==> src/rtl/shift_add_mult16_ctrl.sv <==
// -----------------------------------------------------------------------------
// shift_add_mult16_ctrl
//
// Sequential 16x16 shift-add multiplier: control FSM plus datapath. It drives
// an external 5-bit iteration counter (COUNTER16) through cnt_reset (reload to
// 1) and cnt_set (increment). It uses that counter's cnt_done flag (count has
// reached 16) to end the 16 iterations.
//
// Handshakes:
//   start/busy : start is sampled only when the block can accept an operation.
//                That is in IDLE, or in DONE together with ack (back-to-back).
//                In every other cycle start is ignored and not queued.
//   valid/ack  : valid is high only in DONE. product is held stable there
//                until ack is seen, and the block leaves DONE on that edge.
//
// Ports:
//   clk        in   1   clock, rising edge
//   rst        in   1   synchronous, active-high reset
//   start      in   1   request a multiply
//   a          in   16  multiplicand, sampled with start
//   b          in   16  multiplier, sampled with start
//   ack        in   1   consumer accepts product
//   busy       out  1   high in LOAD, CALC and DONE
//   valid      out  1   product valid (DONE only)
//   product    out  32  result register
//   cnt_set    out  1   counter increment (count16set)
//   cnt_reset  out  1   counter reload to 1 (count16reset)
//   cnt_done   in   1   counter reached 16 (count16done)
//
// Build option:
//   SIGNED_MULT_EN  When defined, a and b are two's complement. The magnitudes
//                   are multiplied and the result is negated on DONE entry
//                   when the operand signs differ. When undefined, arithmetic
//                   is unsigned only.
// -----------------------------------------------------------------------------
module shift_add_mult16_ctrl #(
  parameter int WIDTH = 16
) (
  input  logic                 clk,
  input  logic                 rst,
  input  logic                 start,
  input  logic [WIDTH-1:0]     a,
  input  logic [WIDTH-1:0]     b,
  input  logic                 ack,
  output logic                 busy,
  output logic                 valid,
  output logic [2*WIDTH-1:0]   product,
  output logic                 cnt_set,
  output logic                 cnt_reset,
  input  logic                 cnt_done
);

  // ---------------------------------------------------------------------------
  // State encoding
  // ---------------------------------------------------------------------------
  typedef enum logic [1:0] {
    S_IDLE = 2'd0,
    S_LOAD = 2'd1,
    S_CALC = 2'd2,
    S_DONE = 2'd3
  } state_t;

  state_t state;
  state_t state_next;

  // The operation is accepted in the cycle where start is honoured. The
  // operand registers load on that edge.
  logic accept;

  // ---------------------------------------------------------------------------
  // Datapath registers
  //   a_reg       : multiplicand (magnitude in the signed build)
  //   p_reg       : {upper accumulator, remaining multiplier bits}. The adder
  //                 carry shifts into bit 31 each iteration, so no separate
  //                 carry flop is kept between iterations.
  //   product_reg : result, written only on DONE entry or by reset
  // ---------------------------------------------------------------------------
  logic [WIDTH-1:0]   a_reg;
  logic [2*WIDTH-1:0] p_reg;
  logic [2*WIDTH-1:0] product_reg;

  // ---------------------------------------------------------------------------
  // Operand conditioning
  // ---------------------------------------------------------------------------
  logic [WIDTH-1:0] a_mag;
  logic [WIDTH-1:0] b_mag;

`ifdef SIGNED_MULT_EN
  logic sgn_reg;
  logic sgn_in;

  // Taking the magnitude of -32768 gives 0x8000. That value is still correct
  // when read as an unsigned 16-bit magnitude.
  assign a_mag  = a[WIDTH-1] ? (~a + 1'b1) : a;
  assign b_mag  = b[WIDTH-1] ? (~b + 1'b1) : b;
  assign sgn_in = a[WIDTH-1] ^ b[WIDTH-1];
`else
  assign a_mag = a;
  assign b_mag = b;
`endif

  // ---------------------------------------------------------------------------
  // One shift-add iteration:
  //   {c, U} = P[31:16] + (P[0] ? A : 0)
  //   P     <= {c, U, P[15:1]}
  // ---------------------------------------------------------------------------
  logic [WIDTH-1:0]   addend;
  logic [WIDTH:0]     sum;
  logic [2*WIDTH-1:0] p_iter;

  assign addend = p_reg[0] ? a_reg : '0;
  assign sum    = {1'b0, p_reg[2*WIDTH-1:WIDTH]} + {1'b0, addend};
  assign p_iter = {sum, p_reg[WIDTH-1:1]};

  // Value captured into product on DONE entry. It is taken from p_iter
  // because the 16th iteration completes on that same edge.
  logic [2*WIDTH-1:0] result;

`ifdef SIGNED_MULT_EN
  assign result = sgn_reg ? ((2*WIDTH)'(0) - p_iter) : p_iter;
`else
  assign result = p_iter;
`endif

  // ---------------------------------------------------------------------------
  // FSM: state register
  // ---------------------------------------------------------------------------
  always_ff @(posedge clk) begin
    if (rst) begin
      state <= S_IDLE;
    end else begin
      state <= state_next;
    end
  end

  // ---------------------------------------------------------------------------
  // FSM: next state and accept decode
  // ---------------------------------------------------------------------------
  always_comb begin
    state_next = state;
    accept     = 1'b0;
    case (state)
      S_IDLE: begin
        if (start) begin
          accept     = 1'b1;
          state_next = S_LOAD;
        end
      end
      S_LOAD: begin
        // The counter is reloaded to 1 here, so CALC starts with count 1.
        state_next = S_CALC;
      end
      S_CALC: begin
        // cnt_done marks the 16th iteration, which still runs this cycle.
        if (cnt_done) begin
          state_next = S_DONE;
        end
      end
      S_DONE: begin
        if (ack) begin
          if (start) begin
            accept     = 1'b1;
            state_next = S_LOAD;
          end else begin
            state_next = S_IDLE;
          end
        end
      end
      default: begin
        state_next = S_IDLE;
      end
    endcase
  end

  // ---------------------------------------------------------------------------
  // Datapath update
  // ---------------------------------------------------------------------------
  always_ff @(posedge clk) begin
    if (rst) begin
      a_reg       <= '0;
      p_reg       <= '0;
      product_reg <= '0;
`ifdef SIGNED_MULT_EN
      sgn_reg     <= 1'b0;
`endif
    end else begin
      if (accept) begin
        a_reg   <= a_mag;
        p_reg   <= {{WIDTH{1'b0}}, b_mag};
`ifdef SIGNED_MULT_EN
        sgn_reg <= sgn_in;
`endif
      end else if (state == S_CALC) begin
        p_reg <= p_iter;
      end

      if ((state == S_CALC) && cnt_done) begin
        product_reg <= result;
      end
    end
  end

  // ---------------------------------------------------------------------------
  // Outputs
  // ---------------------------------------------------------------------------
  // The counter strobes are decoded from the registered state. cnt_set is
  // further gated by cnt_done so the counter stops at 16. The strobes cannot
  // overlap because each one is tied to a single state.
  assign busy      = (state != S_IDLE);
  assign valid     = (state == S_DONE);
  assign cnt_reset = (state == S_LOAD);
  assign cnt_set   = (state == S_CALC) && !cnt_done;
  assign product   = product_reg;

endmodule

==> config.mk <==
export PLATFORM = sky130hd
export DESIGN_NAME = shift_add_mult16_ctrl
export DESIGN_NICKNAME = d
export VERILOG_FILES = /design/src/rtl/shift_add_mult16_ctrl.sv
export SDC_FILE = /design/constraint.sdc
export NUM_CORES = 1
export LEC_CHECK = 0
export ABC_AREA = 1
export CAP_MARGIN = 20
export CELL_PAD_IN_SITES_DETAIL_PLACEMENT = 1
export CELL_PAD_IN_SITES_GLOBAL_PLACEMENT = 2
export CORE_ASPECT_RATIO = 0.6
export CORE_MARGIN = 2
export CORE_UTILIZATION = 31
export CTS_CLUSTER_DIAMETER = 150
export DETAILED_ROUTE_END_ITERATION = 7
export GPL_TIMING_DRIVEN = 0
export MAX_ROUTING_LAYER = met4
export PLACE_DENSITY_LB_ADDON = 0.1
export SYNTH_ARGS = -nofsm -noshare
export SYNTH_HDL_FRONTEND = slang
export SYNTH_SLANG_ARGS = --single-unit
==> constraint.sdc <==
create_clock -name clk -period 4.45 [get_ports clk]
set_input_delay 0.89 -clock clk [delete_from_list [all_inputs] [get_ports clk]]
set_output_delay 0.89 -clock clk [all_outputs]
set_load 0.01 [all_outputs]
==> results of run 1 <==
[power breakdown]
part           switching (µW)  total (µW)  internal (µW)
Sequential                137        1080            943
Combinational             845        1360            513
Clock                     351         796            446
[cell usage after synthesis (3+ instances only)]
| master | n | area (µm²) |
|---|---|---|
| nand2_1 | 156 | 585.6 |
| nor2_1 | 127 | 476.7 |
| inv_1 | 92 | 345.3 |
| dfxtp_1 | 82 | 1642 |
| nand3_1 | 54 | 270.3 |
| o21ai_0 | 41 | 205.2 |
| ha_1 | 21 | 262.8 |
| a31oi_1 | 16 | 100.1 |
| clkbuf_1 | 15 | 56.30 |
| a21oi_1 | 13 | 65.06 |
| buf_2 | 7 | 35.03 |
| buf_4 | 4 | 30.03 |
| nor3_1 | 3 | 15.01 |
| o211ai_1 | 3 | 22.52 |
[area by class of cell]
type	count	area (µm²)
fill	1729	8054
multi-input combinational	449	2150
sequential	82	1642
timing repair buffer	72	720.7
inverter	96	362.8
clock buffer	9	225.2
tap	175	219.0
buffer	28	128.9
clock inverter	7	82.58
[critical path: cells and delay by family]
| kind | cells | cell delay [ns] |
|---|---|---|
| AND/OR/NAND/NOR | 1 | 0.21 |
| buffers and inverters | 2 | 1.01 |
[cells in the final DEF (no fill, tap or decap), types with 3 or more instances in the layout]
cell type / synthesis / layout
clkbuf_16: 0 / 9
nand3_1: 54 / 54
nand2_1: 156 / 156
buf_2: 7 / 7
dfxtp_1: 82 / 82
a21oi_1: 13 / 13
o211ai_1: 3 / 3
ha_1: 21 / 21
o21ai_0: 41 / 41
a31oi_1: 16 / 16
inv_6: 0 / 3
inv_1: 92 / 92
buf_4: 4 / 4
clkbuf_1: 15 / 15
nor3_1: 3 / 3
clkdlybuf4s50_1: 0 / 72
nor2_1: 127 / 127
[how the worst min path moves through the flow]
stage / to / slack [ns] / cells after the start
2_1_floorplan: p_reg[16] / 0.44 / 2
3_3_place_gp: p_reg[16] / 0.46 / 2
3_5_place_dp: p_reg[16] / 0.47 / 2
4_1_cts: product[2] / 0.49 / 2
5_1_grt: a_reg[12] / 0.51 / 2
6_report: product[2] / 0.48 / 2
[metrics by stage]
stage / hold slack [ns] / setup WS, ns / instance area (µm²)
after floorplan: 0.4434 / 2.325 / 4283
after global placement: 0.4602 / 1.470 / 5223
after detailed placement: 0.4673 / 1.450 / 5223
after CTS: 0.4886 / 1.438 / 5530
after global routing: 0.5093 / 1.331 / 5530
final: 0.4793 / 1.451 / 5530
[per-layer routing]
metal / routed length (µm) / global-route usage
met3: 761 / 0.03682
met4: 46 / 0.03899
met2: 5119 / 0.2703
met5: 0 / -
met1: 8089 / 0.3171
[cell families (layout without fill, tap and decap cells)]
logic type | Yosys count | count (layout) | synth area share
and+or+nand+nor | 346 | 346 | 0.3278
buffers and inverters | 124 | 212 | 0.1148
DFF | 82 | 82 | 0.3833
AOI/OAI and AO/OA | 77 | 77 | 0.09991
adders and majority gates | 22 | 22 | 0.06602
xor gates and xnor gates | 4 | 4 | 0.008181
==> run metrics, run 1 <==
Vias=4252; Synth Flop Type=dfxtp_1; post-CTS sizing=0; Worst Clk Skew=around 0.011 ns; Slew Limit Fails=0; critical path arrival=2.11 ns; R2R setup slack=1.64 ns; HP Start=product[2]; status=completed; WL final=14020 µm; CP most frequent cell=clkdlybuf4s50_1; Initial Util=0.3153; Detail Placement HPWL=11050 µm; hold_buf cts=0; RSZ-0062 raised after global routing=no; routed len/inst=15.27 µm; critical path class=in2out; Seq/Total Area, Yosys=0.3833; crit path launch type=input port; Tcrit/Tclk final=0.6740; Root Driver=clkbuf_16; Slew @ Worst Pin=0.6700 ns; Leak=0.002639 µW; DRT iter0 DRCs=196; gr ovfl total=0; Required @ worst endpoint=3.56 ns; class of the worst hold path=reg2reg; Clock transition at path regs=0.07 ns; row count=33; die area=14800 µm²; Cells after Synth=655; first-pass GRT wire length=22250 µm; Design Power=3234 µW; Post-synth EDFFs=0; vias in the first global route=4246; Final Hold Vio Count=0; Synthesized Nets=around 710; Inserted Clock Buffers=9; Die Span Y=~95 µm; fin cells=918; CP max-delay cell=clkdlybuf4s50_1; largest net degree at the start of global routing=17; detailed-route DRC error count=0; Max Cap Viol=0; Core Box Area=13580 µm²; Clock Sinks=82; CP endpoint=cnt_set; Buffers on Ports=between 70 and 80; Layout area overhead=29.13%; CP cell instances=clkdlybuf4s50_1 > nor2_1 > clkdlybuf4s50_1; endpoints failing setup=0; crit path launch=cnt_done; Max Fanout on Critical Path=2; initial antenna violation count=0; ratio of cells with drive above 1 in the final layout=0.04576; Post-CTS Setup Inserts=0; Worst-Skew Late Latency=0.34 ns; fraction of registers with async set/reset=0; clk buf depth=2; Fin Setup TNS=0 ns; IO Count=73; cell depth of the worst flop-to-flop path=13; Seq cells post-synth=82; Avg Cell Area, Syn=6.539 µm²; routability cong.=0.8545; Slew Limit Headroom=0.5533; mapped cell area=4283 µm²; P per Cell Area=slightly below 600 nW/µm²; DIE WIDTH=155.7 µm; Worst R2R End=product[31]; CTS tree=done; synth warn=0; ant diodes=0; ANT nets after route=0; Critical Path End Type=primary output; GRT Total Usage=0.2042; synth unique cells=29; start of the worst register-to-register path=p_reg[0]; drt first pass iters=4; Slowest Stage Delay on Critical Path=about 0.58 ns; Fmax achieved=333.4 MHz; CTS H-tree lvls=3; Final Util=0.4071; vias per cell=between 4 and 5; VDD IR max=between 200 and 250 µV; placed cell count=902; fin nets=797; Final min period=2.999 ns
(Power assumes the default switching activity.)
==> run 2, diff against run 1 <==
--- a/config.mk
+++ b/config.mk
@@ -11,7 +11,7 @@
 export CELL_PAD_IN_SITES_GLOBAL_PLACEMENT = 2
 export CORE_ASPECT_RATIO = 0.6
 export CORE_MARGIN = 2
-export CORE_UTILIZATION = 31
+export CORE_UTILIZATION = 26
 export CTS_CLUSTER_DIAMETER = 150
 export DETAILED_ROUTE_END_ITERATION = 7
 export GPL_TIMING_DRIVEN = 0
==> constraint.sdc (replaced) <==
create_clock -name clk -period 2.6 [get_ports clk]
set_input_delay 0.52 -clock clk [delete_from_list [all_inputs] [get_ports clk]]
set_output_delay 0.52 -clock clk [all_outputs]
set_load 0.01 [all_outputs]
==> run 2 against run 1 <==
- wire length is 2.0% higher
- count of clock-buffer cells in the layout is 1 higher
- global-route usage is 2.8 points lower
- combinational power is 71% higher
- cell area is 1.6% higher
- final cell count is 3.5% higher
- core utilization is 6.0 points lower
- critical path depth is 8 higher
- flip-flop and latch count stayed put
- sequential power is 73% higher
- first-iteration DRC count is 18% higher
- hold slack worse by 0.0015 ns
- critical path type is now reg2reg
==> run metrics, run 2 (synthesis results as in run 1) <==
row count=36 (was 33); Layout area overhead=31.20% (was 29.13%); Die Span Y=103.4 µm (was 95.05 µm); Clock transition at path regs=0.06 ns (was 0.07 ns); DRT iter0 DRCs=231 (was 196); Core Box Area=16170 µm² (was 13580 µm²); drt first pass iters=4 (unchanged); P per Cell Area=1010 nW/µm² (was 584.8 nW/µm²); DIE WIDTH=169.7 µm (was 155.7 µm); Worst Clk Skew=0.01005 ns (was 0.01067 ns); status=completed (unchanged); WL final=14300 µm (was 14020 µm); Final min period=2.239 ns; CTS tree=done (unchanged); Final Hold Vio Count=0 (unchanged); Buffers on Ports=72 (unchanged); Slew Limit Headroom=0.5163 (was 0.5533); Inserted Clock Buffers=9 (unchanged); VDD IR max=389.2 µV (was 233.9 µV); fin area=5619 µm² (was 5530 µm²); Slowest Stage Delay on Critical Path=0.53 ns (was 0.58 ns); gr ovfl total=0 (unchanged); hold_buf cts=0 (unchanged); Detail Placement HPWL=11500 µm (was 11050 µm); critical path arrival=2.48 ns (was 2.11 ns); placed cell count=936 (was 902); vias per cell=4.488 (was 4.632); RSZ-0062 raised after global routing=no (unchanged); largest net degree at the start of global routing=15 (was 17); Critical Path End Type=flop (was primary output); Largest delay share family, worst path=simple AND/OR/NAND/NOR gates (was buffers and inverters); IO Count=73 (unchanged); endpoints failing setup=0 (unchanged); Slew @ Worst Pin=0.7256 ns (was 0.6700 ns); critical path class=reg2reg (was in2out); routability cong.=0.8108 (was 0.8545); fin nets=795 (was 797); ANT nets after route=0 (unchanged); fin cells=950 (was 918); Vias=4264 (was 4252); leading cell type in the layout, fill and taps excluded=nand2_1 (unchanged); Clock Sinks=82 (unchanged); detailed-route DRC error count=0 (unchanged); ant diodes=0 (unchanged); placed cell areas=5265 µm² (was 5223 µm²); Root Driver=clkbuf_16 (unchanged); Required @ worst endpoint=2.84 ns (was 3.56 ns); Leak=0.002674 µW (was 0.002639 µW); Slew Limit Fails=0 (unchanged); Fin Setup TNS=0 ns (unchanged); Fmax achieved=~450 MHz; GRT Total Usage=0.1762 (was 0.2042); Max Cap Viol=0 (unchanged); crit path launch type=flop (was input port); commonest cells after routing, fill and taps aside=nand2_1, nor2_1, inv_1, dfxtp_1, clkdlybuf4s50_1 (unchanged); clk buf depth=2 (unchanged); ratio of cells with drive above 1 in the final layout=0.04858 (was 0.04576); CP cell instances=nand2_1 > inv_1 > ha_1 > a21oi_1 > nor2_1 > nor2_1 > inv_1 > a21oi_1 > nand3_1 > nand2_1 > inv_1 (was clkdlybuf4s50_1 > nor2_1 > clkdlybuf4s50_1); Initial Util=0.2649 (was 0.3153); Worst Path Buf+Inv=3 (was 2); Worst-Skew Late Latency=0.34 ns (about the same); first-pass GRT wire length=22670 µm (was 22250 µm); fill cell count=2087 (was 1729); CP most frequent cell=inv_1 (was clkdlybuf4s50_1); CP max-delay cell=dfxtp_2 (was clkdlybuf4s50_1); class of the worst hold path=reg2reg (unchanged); vias in the first global route=4114 (was 4246); Tcrit/Tclk final=0.8611; Final Util=0.3475 (was 0.4071); initial antenna violation count=0 (unchanged); die area=17550 µm² (was 14800 µm²); Max Fanout on Critical Path=17 (was 2); CTS H-tree lvls=3 (unchanged); routed len/inst=15.05 µm (was 15.27 µm); Final Hold Slack=0.4778 ns (was 0.4793 ns)
-- run 2: stage by stage --
step / worst slack (ns) / power (µW)
after floorplan: 0.4753 / 3289
after global placement: -0.1296 / 4141
after detailed placement: -0.1478 / 4227
after CTS: 0.003929 / 5779
after global routing: 0.1450 / 6139
final: 0.3611 / 5677
-- run 2: layer usage --
layer  GRT usage  up-vias  wire [µm]
li1            -     2209          -
met1      0.2744     1970       8476
met2      0.2273       73       5139
met3     0.03196       12        549
met4     0.03945        0        131
met5           -        -          0
-- run 2: power by group --
part | switching, µW | internal [µW] | total (µW)
registers | 251 | 1620 | 1870
clock network | 546 | 943 | 1490
logic | 1440 | 882 | 2320
total | 2240 | 3440 | 5680
-- run 2: final cells by class --
cell class / instances / area [µm²] / share of cell area
Multi-Input combinational cell: 449 / 2160 / 0.3843
Sequential cell: 82 / 1643 / 0.2924
Timing Repair Buffer: 72 / 723.2 / 0.1287
Inverter: 96 / 362.8 / 0.06457
Tap cell: 209 / 261.5 / 0.04654
Clock buffer: 10 / 229.0 / 0.04075
Buffer: 26 / 125.1 / 0.02227
Clock inverter: 6 / 115.1 / 0.02049
-- run 2: path summary, 6_finish.rpt --
path / from / endpoint / slack, ns / cells past startpoint
hold / removal: product[13] / product[13] / 0.48 / 2
hold reg to reg: product[13] / product[13] / 0.48 / 2
setup reg to reg: p_reg[0] / product[31] / 0.36 / 11
setup / recovery: p_reg[0] / product[31] / 0.36 / 11
-- run 2: worst min-delay path, cell delays in order, from the launching register on --
cell     delay, ns
dfxtp_1       0.32
nor2_1        0.05
nor2_1        0.08
-- run 2: timing repair --
action,in CTS,in global routing
setup buffers,0,0
gates resized for setup,5,2
cloned,0,0
endpoints found under the setup margin,7,9
==> run 3, diff against run 2 <==
--- a/config.mk
+++ b/config.mk
@@ -14,7 +14,6 @@
 export CORE_UTILIZATION = 26
 export CTS_CLUSTER_DIAMETER = 150
 export DETAILED_ROUTE_END_ITERATION = 7
-export GPL_TIMING_DRIVEN = 0
 export MAX_ROUTING_LAYER = met4
 export PLACE_DENSITY_LB_ADDON = 0.1
 export SYNTH_ARGS = -nofsm -noshare
==> run 3 against run 2 <==
- global-route usage down 0.75 points
- final cell count is 1.7% lower
- flip-flop and latch count unchanged
- sequential share of layout area grew 0.56 points
- fmax decreased by 5.9%
- critical path depth shrank 6
- core utilization decreased by 0.65 points
- register-to-register slack improved by 0.04 ns
- non-clock buffer count fell by 16
- critical endpoint is now cnt_set
- sequential power hardly changed
- worst setup slack worse by 0.14 ns
==> run metrics, run 3 (synthesis results as in run 1) <==
VDD IR max=576.2 µV (was 389.2 µV); detailed-route DRC error count=0 (unchanged); Fmax achieved=420.1 MHz (was 446.7 MHz); Required @ worst endpoint=2.08 ns (was 2.84 ns); largest net degree at the start of global routing=47 (was 15); CTS tree=done (unchanged); Max Cap Viol=0 (unchanged); fin nets=779 (was 795); Initial Util=0.2649 (unchanged); Final Hold Slack=0.4867 ns (was 0.4778 ns); fin area=5514 µm² (was 5619 µm²); initial antenna violation count=0 (unchanged); Die Span Y=103.4 µm (unchanged); Max Fanout on Critical Path=6 (was 17); Highest Signal Layer=met4 (unchanged); vias per cell=4.383 (was 4.488); Final min period=2.380 ns (was 2.239 ns); clk buf depth=2 (unchanged); placed cell areas=5211 µm² (was 5265 µm²); ant diodes=0 (unchanged); wire length on met2=4965 µm (was 5139 µm); Vias=4094 (was 4264); first-pass GRT wire length=21830 µm (was 22670 µm); DRT iter0 DRCs=132 (was 231); Slew Limit Fails=0 (unchanged); vias in the first global route=3994 (was 4114); Slew @ Worst Pin=0.5406 ns (was 0.7256 ns); gr ovfl total=0 (unchanged); leading cell type in the layout, fill and taps excluded=nand2_1 (unchanged); Root Driver=clkbuf_16 (unchanged); crit path launch type=flop (unchanged); Final Hold Vio Count=0 (unchanged); Worst-Skew Late Latency=0.34 ns (about the same); Inserted Clock Buffers=9 (unchanged); drt first pass iters=4 (unchanged); Slew Limit Headroom=0.6396 (was 0.5163); critical path arrival=1.86 ns (was 2.48 ns); CTS H-tree lvls=3 (unchanged); placed cell count=918 (was 936); fill cell count=2030 (was 2087); die area=17550 µm² (unchanged); ratio of cells with drive above 1 in the final layout=0.04690 (was 0.04858); Fin Setup TNS=0 ns (unchanged); Critical Path End Type=primary output (was flop); Core Box Area=16170 µm² (unchanged); Post-CTS Setup Inserts=0 (unchanged); routability cong.=0.8353 (was 0.8108); Layout area overhead=28.75% (was 31.20%); Detail Placement HPWL=10520 µm (was 11500 µm); FF/Latch Area=1643 µm² (unchanged); Clock transition at path regs=0.07 ns (was 0.06 ns); Worst Clk Skew=0.01033 ns (was 0.01005 ns); fin cells=934 (was 950); routed len/inst=14.72 µm (was 15.05 µm); row count=36 (unchanged); DIE WIDTH=169.7 µm (unchanged); commonest cells after routing, fill and taps aside=nand2_1, nor2_1, inv_1, dfxtp_1, clkdlybuf4s50_1 (unchanged); Tcrit/Tclk final=0.9155 (was 0.8611); ANT nets after route=0 (unchanged); endpoints failing setup=0 (unchanged); Buffers on Ports=72 (unchanged); area occupied by multi-input gates=2150 µm² (was 2160 µm²); class of the worst hold path=reg2reg (unchanged); status=completed (unchanged); Leak=0.002615 µW (was 0.002674 µW); M1 WL=8147 µm (was 8476 µm); IO Count=73 (unchanged); RSZ-0062 raised after global routing=no (unchanged); P per Cell Area=980.5 nW/µm² (was 1010 nW/µm²); critical path class=reg2out (was reg2reg); WL met3=500 µm (was 549 µm); GRT Total Usage=0.1686 (was 0.1762); Clock Sinks=82 (unchanged); WL final=13750 µm (was 14300 µm)
[run 3: where the power goes]
part,internal (µW),switching (µW)
Combinational,842,1360
Sequential,1620,261
Clock,754,578
[run 3: layout make-up]
cell class	instances	area share
clock inverters	7	0.01384
clock buffers	9	0.04084
flip-flops and latches	82	0.2979
multi-input cells	449	0.3898
repair buffers	82	0.1443
inverters	96	0.06580
well taps	209	0.04742
[run 3: path summary, 6_finish.rpt]
| check | endpoint | cells after the start | slack, ns | startpoint |
|---|---|---|---|---|
| worst max register to register | product[23] | 13 | 0.40 | p_reg[0] |
| worst min-delay path | product[4] | 2 | 0.49 | product[4] |
| worst min register to register | product[4] | 2 | 0.49 | product[4] |
| worst max-delay path | cnt_set | 5 | 0.22 | state[0] |
[run 3: what timing repair did]
action / CTS / global route
endpoints found under the setup margin: 0 / 1
gates resized for setup: 0 / 1
hold buffers: 0 / 0
[run 3: stage by stage]
stage          setup slack [ns]  total power (µW)  utilization
3_3_place_gp             0.2822              4070       0.3223
3_5_place_dp             0.2340              4129       0.3223
2_1_floorplan            0.4753              3289            -
5_1_grt                 0.05423              5868       0.3410
6_report                 0.2197              5407       0.3410
4_1_cts                  0.1819              5493       0.3409
[run 3: metal layers]
metal | track usage | vias to the layer above
met1 | 0.2636 | 1850
li1 | - | 2163
met5 | - | -
met3 | 0.02740 | 10
met2 | 0.2144 | 71
met4 | 0.04734 | 0
[run 3: worst max-delay path, stage by stage, from the launching register on]
cell and delay [ns]:
dfxtp_1 0.36, inv_1 0.13, ha_1 0.20, inv_2 0.08, nor2_1 0.17, clkdlybuf4s50_1 0.58
